## src/rtl/prm_edge_query_seq_if.sv

```systemverilog
// Handshake bundle between the edge-query sequencer, the checker bank and the roadmap edge memory.
// master = sequencer side, slave = environment (checker bank, start source, word consumer).
interface prm_edge_query_seq_if #(
  parameter int CODE_W = 15,
  parameter int WORD_W = 32,
  parameter int CNT_W  = 16
);
  localparam int NB_W = $clog2(WORD_W) + 1;

  logic              start;
  logic [CODE_W-1:0] base_code;
  logic [CNT_W-1:0]  num_edges;
  logic [CODE_W-1:0] query_code;
  logic              query_vld;
  logic              mask_in;
  logic [WORD_W-1:0] out_data;
  logic [NB_W-1:0]   out_nbits;
  logic              out_last;
  logic              out_valid;
  logic              out_ready;
  logic              busy;
  logic [CNT_W-1:0]  hit_count;
  logic              done;

  modport master (
    input  start, base_code, num_edges, mask_in, out_ready,
    output query_code, query_vld, out_data, out_nbits, out_last, out_valid,
           busy, hit_count, done
  );

  modport slave (
    output start, base_code, num_edges, mask_in, out_ready,
    input  query_code, query_vld, out_data, out_nbits, out_last, out_valid,
           busy, hit_count, done
  );
endinterface

```

## src/rtl/prm_edge_query_seq.sv

```systemverilog
// Issues consecutive query codes to the obstacle checker bank, packs the returned edge masks
// LSB-first into words and streams them out on a valid/ready channel with per-run hit count.
module prm_edge_query_seq #(
  parameter int CODE_W  = 15,
  parameter int WORD_W  = 32,
  parameter int CNT_W   = 16,
  parameter int CHK_LAT = 1
) (
  input  logic                  clk,
  input  logic                  rst,
  prm_edge_query_seq_if.master  bus
);
  localparam int NB_W  = $clog2(WORD_W) + 1;
  localparam int IX_W  = $clog2(WORD_W);
  localparam int TAG_W = (CHK_LAT > 0) ? CHK_LAT : 1;
  localparam int SUM_W = NB_W + 1;
  localparam logic [NB_W-1:0]  FULL_CNT = NB_W'(WORD_W);
  localparam logic [SUM_W-1:0] FULL_SUM = SUM_W'(WORD_W);

  typedef enum logic [1:0] {S_IDLE, S_ISSUE, S_DRAIN, S_FIN} state_t;

  state_t            state_q, state_d;
  logic [CODE_W-1:0] base_q, base_d;
  logic [CNT_W-1:0]  num_q, num_d;
  logic [CNT_W-1:0]  issued_q, issued_d;
  logic [CNT_W-1:0]  packed_q, packed_d;
  logic [TAG_W-1:0]  tag_q, tag_d;
  logic [WORD_W-1:0] pack_q, pack_d;
  logic [NB_W-1:0]   pack_cnt_q, pack_cnt_d;
  logic              pend_last_q, pend_last_d;
  logic [WORD_W-1:0] out_data_q, out_data_d;
  logic [NB_W-1:0]   out_nbits_q, out_nbits_d;
  logic              out_last_q, out_last_d;
  logic              out_valid_q, out_valid_d;
  logic [CNT_W-1:0]  hit_q, hit_d;
  logic              busy_q, busy_d;
  logic              done_q, done_d;

  logic              issue_pre, issue, res_vld, final_now, last_all, out_free;
  logic [WORD_W-1:0] pack_w;
  logic [NB_W-1:0]   cnt_w;
  logic [SUM_W-1:0]  inflight_rem;

  // Valid tags travel alongside the checker latency so mask_in is only sampled for real queries.
  assign tag_d[0] = issue;
  for (genvar gi = 1; gi < TAG_W; gi++) begin : g_tag
    assign tag_d[gi] = tag_q[gi-1];
  end

  always_comb begin
    state_d     = state_q;
    base_d      = base_q;
    num_d       = num_q;
    issued_d    = issued_q;
    packed_d    = packed_q;
    pack_d      = pack_q;
    pack_cnt_d  = pack_cnt_q;
    pend_last_d = pend_last_q;
    out_data_d  = out_data_q;
    out_nbits_d = out_nbits_q;
    out_last_d  = out_last_q;
    out_valid_d = out_valid_q;
    hit_d       = hit_q;
    busy_d      = busy_q;
    done_d      = 1'b0;

    // With zero latency the result lands in the same cycle, so only the registered fill can gate it.
    issue_pre = (state_q == S_ISSUE) && (issued_q < num_q) &&
                ((CHK_LAT != 0) || (pack_cnt_q < FULL_CNT));
    res_vld   = (CHK_LAT == 0) ? issue_pre : tag_q[TAG_W-1];
    final_now = res_vld && (packed_q == num_q - CNT_W'(1));

    pack_w = pack_q;
    cnt_w  = pack_cnt_q;
    if (res_vld) begin
      pack_w[cnt_w[IX_W-1:0]] = bus.mask_in;
      cnt_w    = cnt_w + NB_W'(1);
      packed_d = packed_q + CNT_W'(1);
      if (bus.mask_in && (hit_q != '1)) begin
        hit_d = hit_q + CNT_W'(1);
      end
    end

    last_all = pend_last_q || final_now;
    out_free = !out_valid_q || bus.out_ready;
    if (out_valid_q && bus.out_ready) begin
      out_valid_d = 1'b0;
    end

    if (((cnt_w == FULL_CNT) || (last_all && (cnt_w != '0))) && out_free) begin
      out_data_d  = pack_w;
      out_nbits_d = cnt_w;
      out_last_d  = last_all;
      out_valid_d = 1'b1;
      pack_d      = '0;
      pack_cnt_d  = '0;
      pend_last_d = 1'b0;
    end else begin
      pack_d      = pack_w;
      pack_cnt_d  = cnt_w;
      pend_last_d = last_all;
    end

    // Credit: bits left in the pack after this cycle plus results still in the pipe must fit one word.
    inflight_rem = '0;
    for (int i = 0; i < TAG_W - 1; i++) begin
      inflight_rem = inflight_rem + SUM_W'(tag_q[i]);
    end
    issue = issue_pre &&
            ((CHK_LAT == 0) || ((SUM_W'(pack_cnt_d) + inflight_rem) < FULL_SUM));
    if (issue) begin
      issued_d = issued_q + CNT_W'(1);
    end

    case (state_q)
      S_IDLE: begin
        if (bus.start) begin
          base_d      = bus.base_code;
          num_d       = bus.num_edges;
          issued_d    = '0;
          packed_d    = '0;
          hit_d       = '0;
          pend_last_d = 1'b0;
          busy_d      = 1'b1;
          state_d     = (bus.num_edges == '0) ? S_FIN : S_ISSUE;
        end
      end
      S_ISSUE: begin
        if (issued_d == num_q) begin
          state_d = S_DRAIN;
        end
      end
      S_DRAIN: begin
        if (out_valid_q && bus.out_ready && out_last_q) begin
          state_d = S_FIN;
        end
      end
      S_FIN: begin
        done_d  = 1'b1;
        busy_d  = 1'b0;
        state_d = S_IDLE;
      end
      default: state_d = S_IDLE;
    endcase
  end

  always_ff @(posedge clk) begin
    if (rst) begin
      state_q     <= S_IDLE;
      base_q      <= '0;
      num_q       <= '0;
      issued_q    <= '0;
      packed_q    <= '0;
      tag_q       <= '0;
      pack_q      <= '0;
      pack_cnt_q  <= '0;
      pend_last_q <= 1'b0;
      out_data_q  <= '0;
      out_nbits_q <= '0;
      out_last_q  <= 1'b0;
      out_valid_q <= 1'b0;
      hit_q       <= '0;
      busy_q      <= 1'b0;
      done_q      <= 1'b0;
    end else begin
      state_q     <= state_d;
      base_q      <= base_d;
      num_q       <= num_d;
      issued_q    <= issued_d;
      packed_q    <= packed_d;
      tag_q       <= tag_d;
      pack_q      <= pack_d;
      pack_cnt_q  <= pack_cnt_d;
      pend_last_q <= pend_last_d;
      out_data_q  <= out_data_d;
      out_nbits_q <= out_nbits_d;
      out_last_q  <= out_last_d;
      out_valid_q <= out_valid_d;
      hit_q       <= hit_d;
      busy_q      <= busy_d;
      done_q      <= done_d;
    end
  end

  assign bus.query_vld  = issue;
  assign bus.query_code = issue ? CODE_W'(base_q + CODE_W'(issued_q)) : '0;
  assign bus.out_data   = out_data_q;
  assign bus.out_nbits  = out_nbits_q;
  assign bus.out_last   = out_last_q;
  assign bus.out_valid  = out_valid_q;
  assign bus.busy       = busy_q;
  assign bus.hit_count  = hit_q;
  assign bus.done       = done_q;
endmodule

```

## src/flat_wrapper.sv

```systemverilog
// flat-port wrapper written by rule: the top's interface ports become plain ports
module prm_edge_query_seq_flat 
#(
  parameter int CODE_W  = 15,
  parameter int WORD_W  = 32,
  parameter int CNT_W   = 16,
  parameter int CHK_LAT = 1
)
  (clk, rst, bus_start, bus_base_code, bus_num_edges, bus_mask_in, bus_out_ready, bus_query_code, bus_query_vld, bus_out_data, bus_out_nbits, bus_out_last, bus_out_valid, bus_busy, bus_hit_count, bus_done);
  prm_edge_query_seq_if #(.CODE_W(CODE_W), .WORD_W(WORD_W), .CNT_W(CNT_W)) bus_i ();
  input  logic clk;
  input  logic rst;
  input wire logic [$bits(bus_i.start)-1:0] bus_start;
  input wire logic [$bits(bus_i.base_code)-1:0] bus_base_code;
  input wire logic [$bits(bus_i.num_edges)-1:0] bus_num_edges;
  input wire logic [$bits(bus_i.mask_in)-1:0] bus_mask_in;
  input wire logic [$bits(bus_i.out_ready)-1:0] bus_out_ready;
  output wire logic [$bits(bus_i.query_code)-1:0] bus_query_code;
  output wire logic [$bits(bus_i.query_vld)-1:0] bus_query_vld;
  output wire logic [$bits(bus_i.out_data)-1:0] bus_out_data;
  output wire logic [$bits(bus_i.out_nbits)-1:0] bus_out_nbits;
  output wire logic [$bits(bus_i.out_last)-1:0] bus_out_last;
  output wire logic [$bits(bus_i.out_valid)-1:0] bus_out_valid;
  output wire logic [$bits(bus_i.busy)-1:0] bus_busy;
  output wire logic [$bits(bus_i.hit_count)-1:0] bus_hit_count;
  output wire logic [$bits(bus_i.done)-1:0] bus_done;
  assign bus_i.start = bus_start;
  assign bus_i.base_code = bus_base_code;
  assign bus_i.num_edges = bus_num_edges;
  assign bus_i.mask_in = bus_mask_in;
  assign bus_i.out_ready = bus_out_ready;
  assign bus_query_code = bus_i.query_code;
  assign bus_query_vld = bus_i.query_vld;
  assign bus_out_data = bus_i.out_data;
  assign bus_out_nbits = bus_i.out_nbits;
  assign bus_out_last = bus_i.out_last;
  assign bus_out_valid = bus_i.out_valid;
  assign bus_busy = bus_i.busy;
  assign bus_hit_count = bus_i.hit_count;
  assign bus_done = bus_i.done;
  prm_edge_query_seq #(.CODE_W(CODE_W), .WORD_W(WORD_W), .CNT_W(CNT_W), .CHK_LAT(CHK_LAT)) u_core (.clk(clk), .rst(rst), .bus(bus_i));
endmodule
```

## config.mk

```make
export PLATFORM = sky130hd
export DESIGN_NAME = prm_edge_query_seq_flat
export DESIGN_NICKNAME = d
export VERILOG_FILES = /design/src/rtl/prm_edge_query_seq_if.sv /design/src/rtl/prm_edge_query_seq.sv /design/src/flat_wrapper.sv
export SDC_FILE = /design/constraint.sdc
export NUM_CORES = 1
export LEC_CHECK = 0
export ABC_AREA = 0
export CAP_MARGIN = 20
export CORE_MARGIN = 2
export CORE_UTILIZATION = 58
export CTS_BUF_LIST = sky130_fd_sc_hd__clkbuf_2
export CTS_CLUSTER_DIAMETER = 150
export DETAILED_ROUTE_END_ITERATION = 8
export GPL_TIMING_DRIVEN = 0
export PLACE_DENSITY_LB_ADDON = 0.3
export SLEW_MARGIN = 0
export SYNTH_ARGS = -nofsm -noshare
export SYNTH_HDL_FRONTEND = slang
export SYNTH_SLANG_ARGS = --single-unit
export TNS_END_PERCENT = 1
```

## constraint.sdc

```tcl
create_clock -name clk -period 4.9 [get_ports clk]
set_input_delay 0.98 -clock clk [delete_from_list [all_inputs] [get_ports clk]]
set_output_delay 0.98 -clock clk [all_outputs]
set_load 0.05 [all_outputs]
```

==> flow_metrics.env, run 1 <==
export IMPL_status="complete, no violations"
export IMPL_ctsHoldBuffers=0
export IMPL_routed_wirelength_mm=23.0
export IMPL_dieArea_um2=15700
export IMPL_start_util_pct=59.1
export IMPL_path_class="flip-flop to output port"
export IMPL_cts_buffer_depth=2
export IMPL_gp_congestion=0.967
export IMPL_critPathRequiredTime_ns=3.92
export IMPL_p_switching_mw=2.34
export IMPL_final_layout_size_suffix_gt1_share_pct=10.1
export IMPL_syn2layout_area_growth_pct=21.9
export IMPL_leakagePower_nw=3.85
export IMPL_numCtsBuffers=17
export IMPL_pwr_share_clk_pct=13.6
export IMPL_fmax_mhz=206
export IMPL_finalSetupViolCount=0
export IMPL_io_buffers=107
export IMPL_ys_ff_latch=163
export IMPL_synth_top_cell_by_area="dfxtp_1"
export IMPL_io_pins=110
export IMPL_grt_pass1_wl_mm=36.9
export IMPL_nFillCells=1176
export IMPL_grt_use_total_pct=29.0
export IMPL_wire_per_inst_um=16.7
export IMPL_clkTransAtPathRegs_ns=0.24
export IMPL_synth_seq_area_share_pct=38.1
export IMPL_final_max_slew_viol_count=0
export IMPL_synthArstFlopShare_pct=0
export IMPL_cts_root_buffer="clkbuf_2"
export IMPL_yosysMostFrequentCell="nor2_1"
export IMPL_maxCapViolCount=0
export IMPL_grt_max_degree=17
export IMPL_cpMostUsedCell="buf_6"
export IMPL_grt_pass1_vias=7461
export IMPL_slew_headroom_pct=55.3
export IMPL_r2r_cells=16
export IMPL_fp_dieH_um=125
export IMPL_coreArea_um2=14500
export IMPL_drt_iter0_drc=711
export IMPL_multi_input_area_um2=5070
export IMPL_fin_nets=1259
export IMPL_worst_pin_slew_ns=0.653
export IMPL_min_path_type="flip-flop to flip-flop"
export IMPL_yosys_area_top_type_share_pct=38.1
export IMPL_post_place_ws_ns=-0.805
export IMPL_internal_power_mw=2.64
export IMPL_finalClockSkew_ns=0.0336
export IMPL_dpl_hpwl_mm=16.8
export IMPL_syn_area_per_cell_um2=8.18
export IMPL_final_hold_viol_count=0
export IMPL_cpMaxStageDelayCell="or4b_4"
export IMPL_antenna_found_initial=1
export IMPL_post_route_period_util_pct=99.1
export IMPL_yosys_most_used_dff="dfxtp_1"
export IMPL_swShare_pct=47.0
export IMPL_endpoint_kind="output port"
export IMPL_cp_slowest_stage_delay_ns=0.50
export IMPL_arrival_ns=3.88
export IMPL_h_tree_depth=4
export IMPL_worstPathMaxFanout=7
export IMPL_drt_pass1_iterations=5
export IMPL_syn_inst=1046
export IMPL_seq_power_share_pct=34.6
export IMPL_ys_warn_count=0
export IMPL_cts_tree="done"
export IMPL_seqCellArea_um2=3280
export IMPL_via_per_inst=5.70
export IMPL_synth_area_um2=8560
export IMPL_period_needed_ns=4.86
export IMPL_worstHoldPathCells=2
export IMPL_die_w_um=125
export IMPL_fin_tns_setup_ns=0
export IMPL_grt_ovfl_total=0
export IMPL_finalWorstSetupSlack_ns=0.0448
export IMPL_vias=7860
export IMPL_syn_nets=1124
export IMPL_rsz0062_at_grt="yes"
export IMPL_ir_worst_vdd_v=0.000455
export IMPL_synth_area_top_cells="dfxtp_1 38%, nor2_1 8.2%, ha_1 6.0%"
export IMPL_start_kind="flip-flop"
export IMPL_cts_sinks=163
export IMPL_power_density_nw_per_um2=478
export IMPL_final_antenna_net_count=0
export IMPL_synth_edf_count=0
export IMPL_clk_latency_ns=0.77
export IMPL_combPwrFrac_pct=51.8
export IMPL_synth_commonest_cells="188 x nor2_1, 163 x dfxtp_1, 108 x nand2_1"
export IMPL_crit_chain="inv_4 > ha_4 > or4b_4 > or3_4 > a211oi_2 > nor4b_4 > o2111ai_2 > o21ai_2 > buf_6 > nand2_8 > clkbuf_16 > nor2_4 > buf_6"
export IMPL_drc=0
export IMPL_synth_cell_types=60
export IMPL_placementRows=44
[cell families after synthesis]
| family | Yosys count | share of synthesized area, % |
|---|---|---|
| xor+xnor | 95 | 9.73 |
| simple gates | 441 | 23.9 |
| compound gates | 166 | 12.9 |
| mux | 37 | 4.33 |
| flops | 163 | 38.1 |
| buf+inv | 102 | 4.78 |
| fa+ha+maj | 42 | 6.23 |
[state kept, by name, indices dropped and copies added, names as in the netlist, 15 cells and up]
name                  cells
u_core.bus.hit_count     16
u_core.base_q            15
u_core.bus.out_data      32
u_core.num_q             16
u_core.issued_q          16
u_core.packed_q          16
u_core.pack_q            32
[power by group through the flow]
stage               registers (mW)  clock network, mW  logic [mW]
detailed placement            1.73                  0        2.38
CTS                           1.72              0.689        2.53
finish                        1.72              0.678        2.58
global route                  1.75              0.744        2.76
floorplan                     2.26                  0        1.11
global placement              1.73                  0        2.34
[layer usage]
metal,track usage (%),wire length (um)
met1,36.1,9820
met2,48.8,11100
met3,7.02,1550
met4,10.5,560
met5,0,0
[cell usage in the layout (no fill, tap or decap), types with 4 or more instances in the layout]
| cell type | netlist | layout |
|---|---|---|
| nor2_4 | 0 | 10 |
| a21oi_1 | 56 | 51 |
| o21ai_0 | 17 | 15 |
| nand2b_1 | 5 | 5 |
| and2_1 | 5 | 5 |
| and3_1 | 18 | 17 |
| nor2_1 | 188 | 178 |
| dfxtp_1 | 163 | 158 |
| xor2_1 | 51 | 51 |
| mux2i_1 | 37 | 37 |
| ha_1 | 41 | 40 |
| clkinvlp_4 | 0 | 5 |
| xnor2_1 | 44 | 44 |
| nand3b_1 | 4 | 4 |
| buf_6 | 3 | 16 |
| or2_2 | 6 | 6 |
| clkdlybuf4s50_1 | 0 | 91 |
| nor2b_1 | 7 | 7 |
| buf_1 | 6 | 6 |
| clkbuf_2 | 0 | 21 |
| nand2_1 | 108 | 107 |
| nand4_1 | 22 | 22 |
| a21o_1 | 8 | 8 |
| or4_1 | 4 | 4 |
| clkbuf_1 | 55 | 47 |
| inv_1 | 34 | 32 |
| a21oi_2 | 0 | 5 |
| buf_4 | 0 | 14 |
| a211oi_2 | 3 | 4 |
| nor3_1 | 13 | 12 |
| o21bai_1 | 6 | 6 |
| nor4_1 | 8 | 8 |
| a31oi_1 | 5 | 5 |
| nand3_1 | 32 | 32 |
| a211oi_1 | 44 | 43 |
[timing repair]
| action | CTS | global route |
|---|---|---|
| endpoints found under the hold margin | 0 | 0 |
| gates cloned | 1 | 0 |
| pin swaps | 14 | 6 |
| buffers inserted | 10 | 4 |
| resized for setup | 161 | 21 |
| endpoints found under the setup margin | 16 | 16 |
[through the flow]
| step | hold WS, ns | instance area (um^2) | std cells | utilization (%) | total power, mW |
|---|---|---|---|---|---|
| 4_1_cts | 0.479 | 10300 | 1375 | 71.4 | 4.94 |
| 2_1_floorplan | 0.440 | 8560 | 1046 | - | 3.38 |
| 3_5_place_dp | 0.453 | 9860 | 1337 | 68.1 | 4.11 |
| 5_1_grt | 0.499 | 10400 | 1378 | 72.0 | 5.25 |
| 3_3_place_gp | 0.447 | 9860 | 1337 | 68.1 | 4.07 |
| 6_report | 0.478 | 10400 | 1378 | 72.0 | 4.98 |
[area by class of cell]
type / instances / area share, %
diodes: 1 / 0.0240
inverters: 35 / 1.40
clock inverters: 12 / 1.04
flip-flops and latches: 163 / 31.4
repair buffers: 122 / 11.7
multi-input cells: 781 / 48.6
clock buffers: 19 / 0.912
plain buffers: 61 / 2.66
well taps: 184 / 2.21
[worst max-delay path, delay by kind of cell (launching register included)]
kind	cells	cell delay, ns
flops	1	0.42
buf+inv	4	0.60
compound gates	3	0.66
fa+ha+maj	1	0.12
simple gates	5	1.33
[worst paths after layout]
path / endpoint / slack [ns] / startpoint
min: u_core.base_q[8] / 0.48 / u_core.base_q[8]
max reg2reg: u_core.pack_q[30] / 0.57 / u_core.num_q[1]
max: bus_query_code[8] / 0.04 / u_core.num_q[1]
min reg2reg: u_core.base_q[8] / 0.48 / u_core.base_q[8]
Note: power is estimated with default switching activity, not from simulation.
==> run 2: changes to the inputs <==
==> constraint.sdc (replaced) <==
create_clock -name clk -period 4.9 [get_ports clk]
set_input_delay 0.98 -clock clk [delete_from_list [all_inputs] [get_ports clk]]
set_output_delay 0.98 -clock clk [all_outputs]
set_load 0.1 [all_outputs]
==> flow_metrics.env, run 2 (same netlist as run 1, synthesis figures left out) <==
export IMPL_cts_buffer_depth=2
export IMPL_final_layout_size_suffix_gt1_share_pct=9.89
export IMPL_clk_latency_ns=0.74
export IMPL_layout_commonest_cell="nor2_1"
export IMPL_final_cell_mix="178 x nor2_1, 158 x dfxtp_1, 107 x nand2_1"
export IMPL_start_kind="flip-flop"
export IMPL_final_antenna_net_count=0
export IMPL_worstPathMaxFanout=7
export IMPL_drc=0
export IMPL_grt_ovfl_total=0
export IMPL_die_w_um=125
export IMPL_slew_headroom_pct=31.1
export IMPL_final_hold_viol_count=0
export IMPL_worst_r2r_endpoint="u_core.pack_cnt_q[2]"
export IMPL_clkTransAtPathRegs_ns=0.23
export IMPL_cts_tree="done"
export IMPL_vias=7930
export IMPL_drt_pass1_iterations=7
export IMPL_period_needed_ns=4.96
export IMPL_leakagePower_nw=3.89
export IMPL_arrival_ns=3.98
export IMPL_violations="setup timing"
export IMPL_path_class="flip-flop to output port"
export IMPL_cts_root_buffer="clkbuf_2"
export IMPL_drt_iter0_drc=742
export IMPL_dieArea_um2=15700
export IMPL_worst_pin_slew_ns=1.03
export IMPL_final_max_slew_viol_count=0
export IMPL_antenna_found_initial=1
export IMPL_fp_dieH_um=125
export IMPL_coreArea_um2=14500
export IMPL_routed_wirelength_mm=23.1
export IMPL_syn2layout_area_growth_pct=24.2
export IMPL_r2r_cells=16
export IMPL_min_path_type="flip-flop to flip-flop"
export IMPL_hold_end="u_core.base_q[0]"
export IMPL_numCtsBuffers=17
export IMPL_post_route_period_util_pct=101
export IMPL_gp_congestion=0.977
export IMPL_endpoint_kind="output port"
export IMPL_grt_pass1_vias=7417
export IMPL_final_cells=1378
export IMPL_r2r_start="u_core.num_q[1]"
export IMPL_wire_per_inst_um=16.8
export IMPL_io_buffers=107
export IMPL_grt_max_degree=17
export IMPL_via_per_inst=5.75
export IMPL_dpl_hpwl_mm=16.8
export IMPL_nFillCells=1099
export IMPL_rsz0062_at_grt="yes"
export IMPL_finalClockSkew_ns=0.0363
export IMPL_placementRows=44
export IMPL_start_util_pct=59.1
export IMPL_reg2reg_slack_ns=0.48
export IMPL_dp_cells=1337
export IMPL_min_from="u_core.base_q[0]"
export IMPL_fin_nets=1259
export IMPL_fmax_mhz=202
export IMPL_finalSetupViolCount=9
export IMPL_ir_worst_vdd_v=0.000600
export IMPL_post_place_ws_ns=-1.22
export IMPL_grt_pass1_wl_mm=37.0
export IMPL_h_tree_depth=4
export IMPL_io_pins=110
export IMPL_critPathRequiredTime_ns=3.92
export IMPL_ctsHoldBuffers=0
export IMPL_maxCapViolCount=0
export IMPL_power_density_nw_per_um2=547
export IMPL_finalWorstSetupSlack_ns=-0.0553
export IMPL_worstHoldPathCells=2
export IMPL_status="complete, but fails checks"
export IMPL_cts_sinks=163
export IMPL_grt_use_total_pct=29.2
run 2: cell count changes in the layout (fill, tap and decap cells not counted), moves of 2 or more:
cell and delta:
clkbuf_1 +2, o21ai_2 -2, buf_8 -2, clkinv_4 +3
buf_6 -11, buf_12 +14, clkinvlp_4 -4, bufinv_16 +2
run 2: cell type report:
type / count / area (um^2) / share of cell area, %
inverters: 35 / 146 / 1.38
clock inverters: 12 / 158 / 1.48
flip-flops and latches: 163 / 3280 / 30.8
plain buffers: 62 / 280 / 2.64
well taps: 184 / 230 / 2.17
diodes: 1 / 2.50 / 0.0236
multi-input cells: 781 / 5100 / 48.0
repair buffers: 121 / 1340 / 12.6
clock buffers: 19 / 95.1 / 0.895
run 2: report_power, final:
part / internal (mW) / switching, mW
combinational: 0.925 / 2.39
sequential: 1.55 / 0.165
clock: 0.290 / 0.491
total: 2.77 / 3.04
run 2: critical path: stages (launching register included):
cell	delay, ns
dfxtp_4	0.43
inv_4	0.07
ha_4	0.12
or4b_4	0.50
or3_4	0.38
a211oi_2	0.22
nor4b_4	0.29
o2111ai_4	0.22
o21ai_4	0.22
buf_6	0.16
nand2_8	0.10
clkbuf_16	0.21
nor2_4	0.13
buf_12	0.18
run 2: layer usage:
| metal | track usage (%) | vias up | part of all wire, % | wire length (um) |
|---|---|---|---|---|
| met5 | 0 | - | 0 | 0 |
| met4 | 8.30 | 0 | 2.3 | 532 |
| met3 | 7.10 | 55 | 7.9 | 1840 |
| met2 | 50.0 | 281 | 48 | 11200 |
| met1 | 36.6 | 3728 | 41 | 9580 |
| li1 | - | 3866 | - | - |
run 2: repair_timing:
action / 4_1_cts / 5_1_grt
pin swaps: 15 / 6
endpoints found under the setup margin: 18 / 16
hold endpoints to repair: 0 / 0
setup buffers: 12 / 1
gates cloned: 1 / 0
resized for setup: 193 / 13
run 2: how the worst max path moves through the flow:
| stage | start | endpoint | cells after the start |
|---|---|---|---|
| after floorplan | u_core.num_q[1] | bus_query_code[10] | 14 |
| after global placement | u_core.num_q[1] | bus_query_code[13] | 15 |
| after detailed placement | u_core.num_q[1] | bus_query_code[13] | 15 |
| after CTS | u_core.num_q[1] | bus_query_code[9] | 14 |
| after global routing | u_core.num_q[5] | bus_query_code[8] | 13 |
| final | u_core.num_q[1] | bus_query_code[8] | 13 |
run 2: metrics by stage:
| stage | TNS, ns | hold slack (ns) | cell area [um^2] | util, % | total power, mW |
|---|---|---|---|---|---|
| 2_1_floorplan | -3.82 | 0.440 | 8560 | - | 4.05 |
| 3_3_place_gp | -16.89 | 0.448 | 9860 | 68.1 | 4.74 |
| 3_5_place_dp | -17.62 | 0.453 | 9860 | 68.1 | 4.78 |
| 4_1_cts | -1.10 | 0.478 | 10600 | 73.0 | 5.77 |
| 5_1_grt | -2.82 | 0.498 | 10600 | 73.4 | 6.06 |
| 6_report | -0.179 | 0.476 | 10600 | 73.4 | 5.81 |
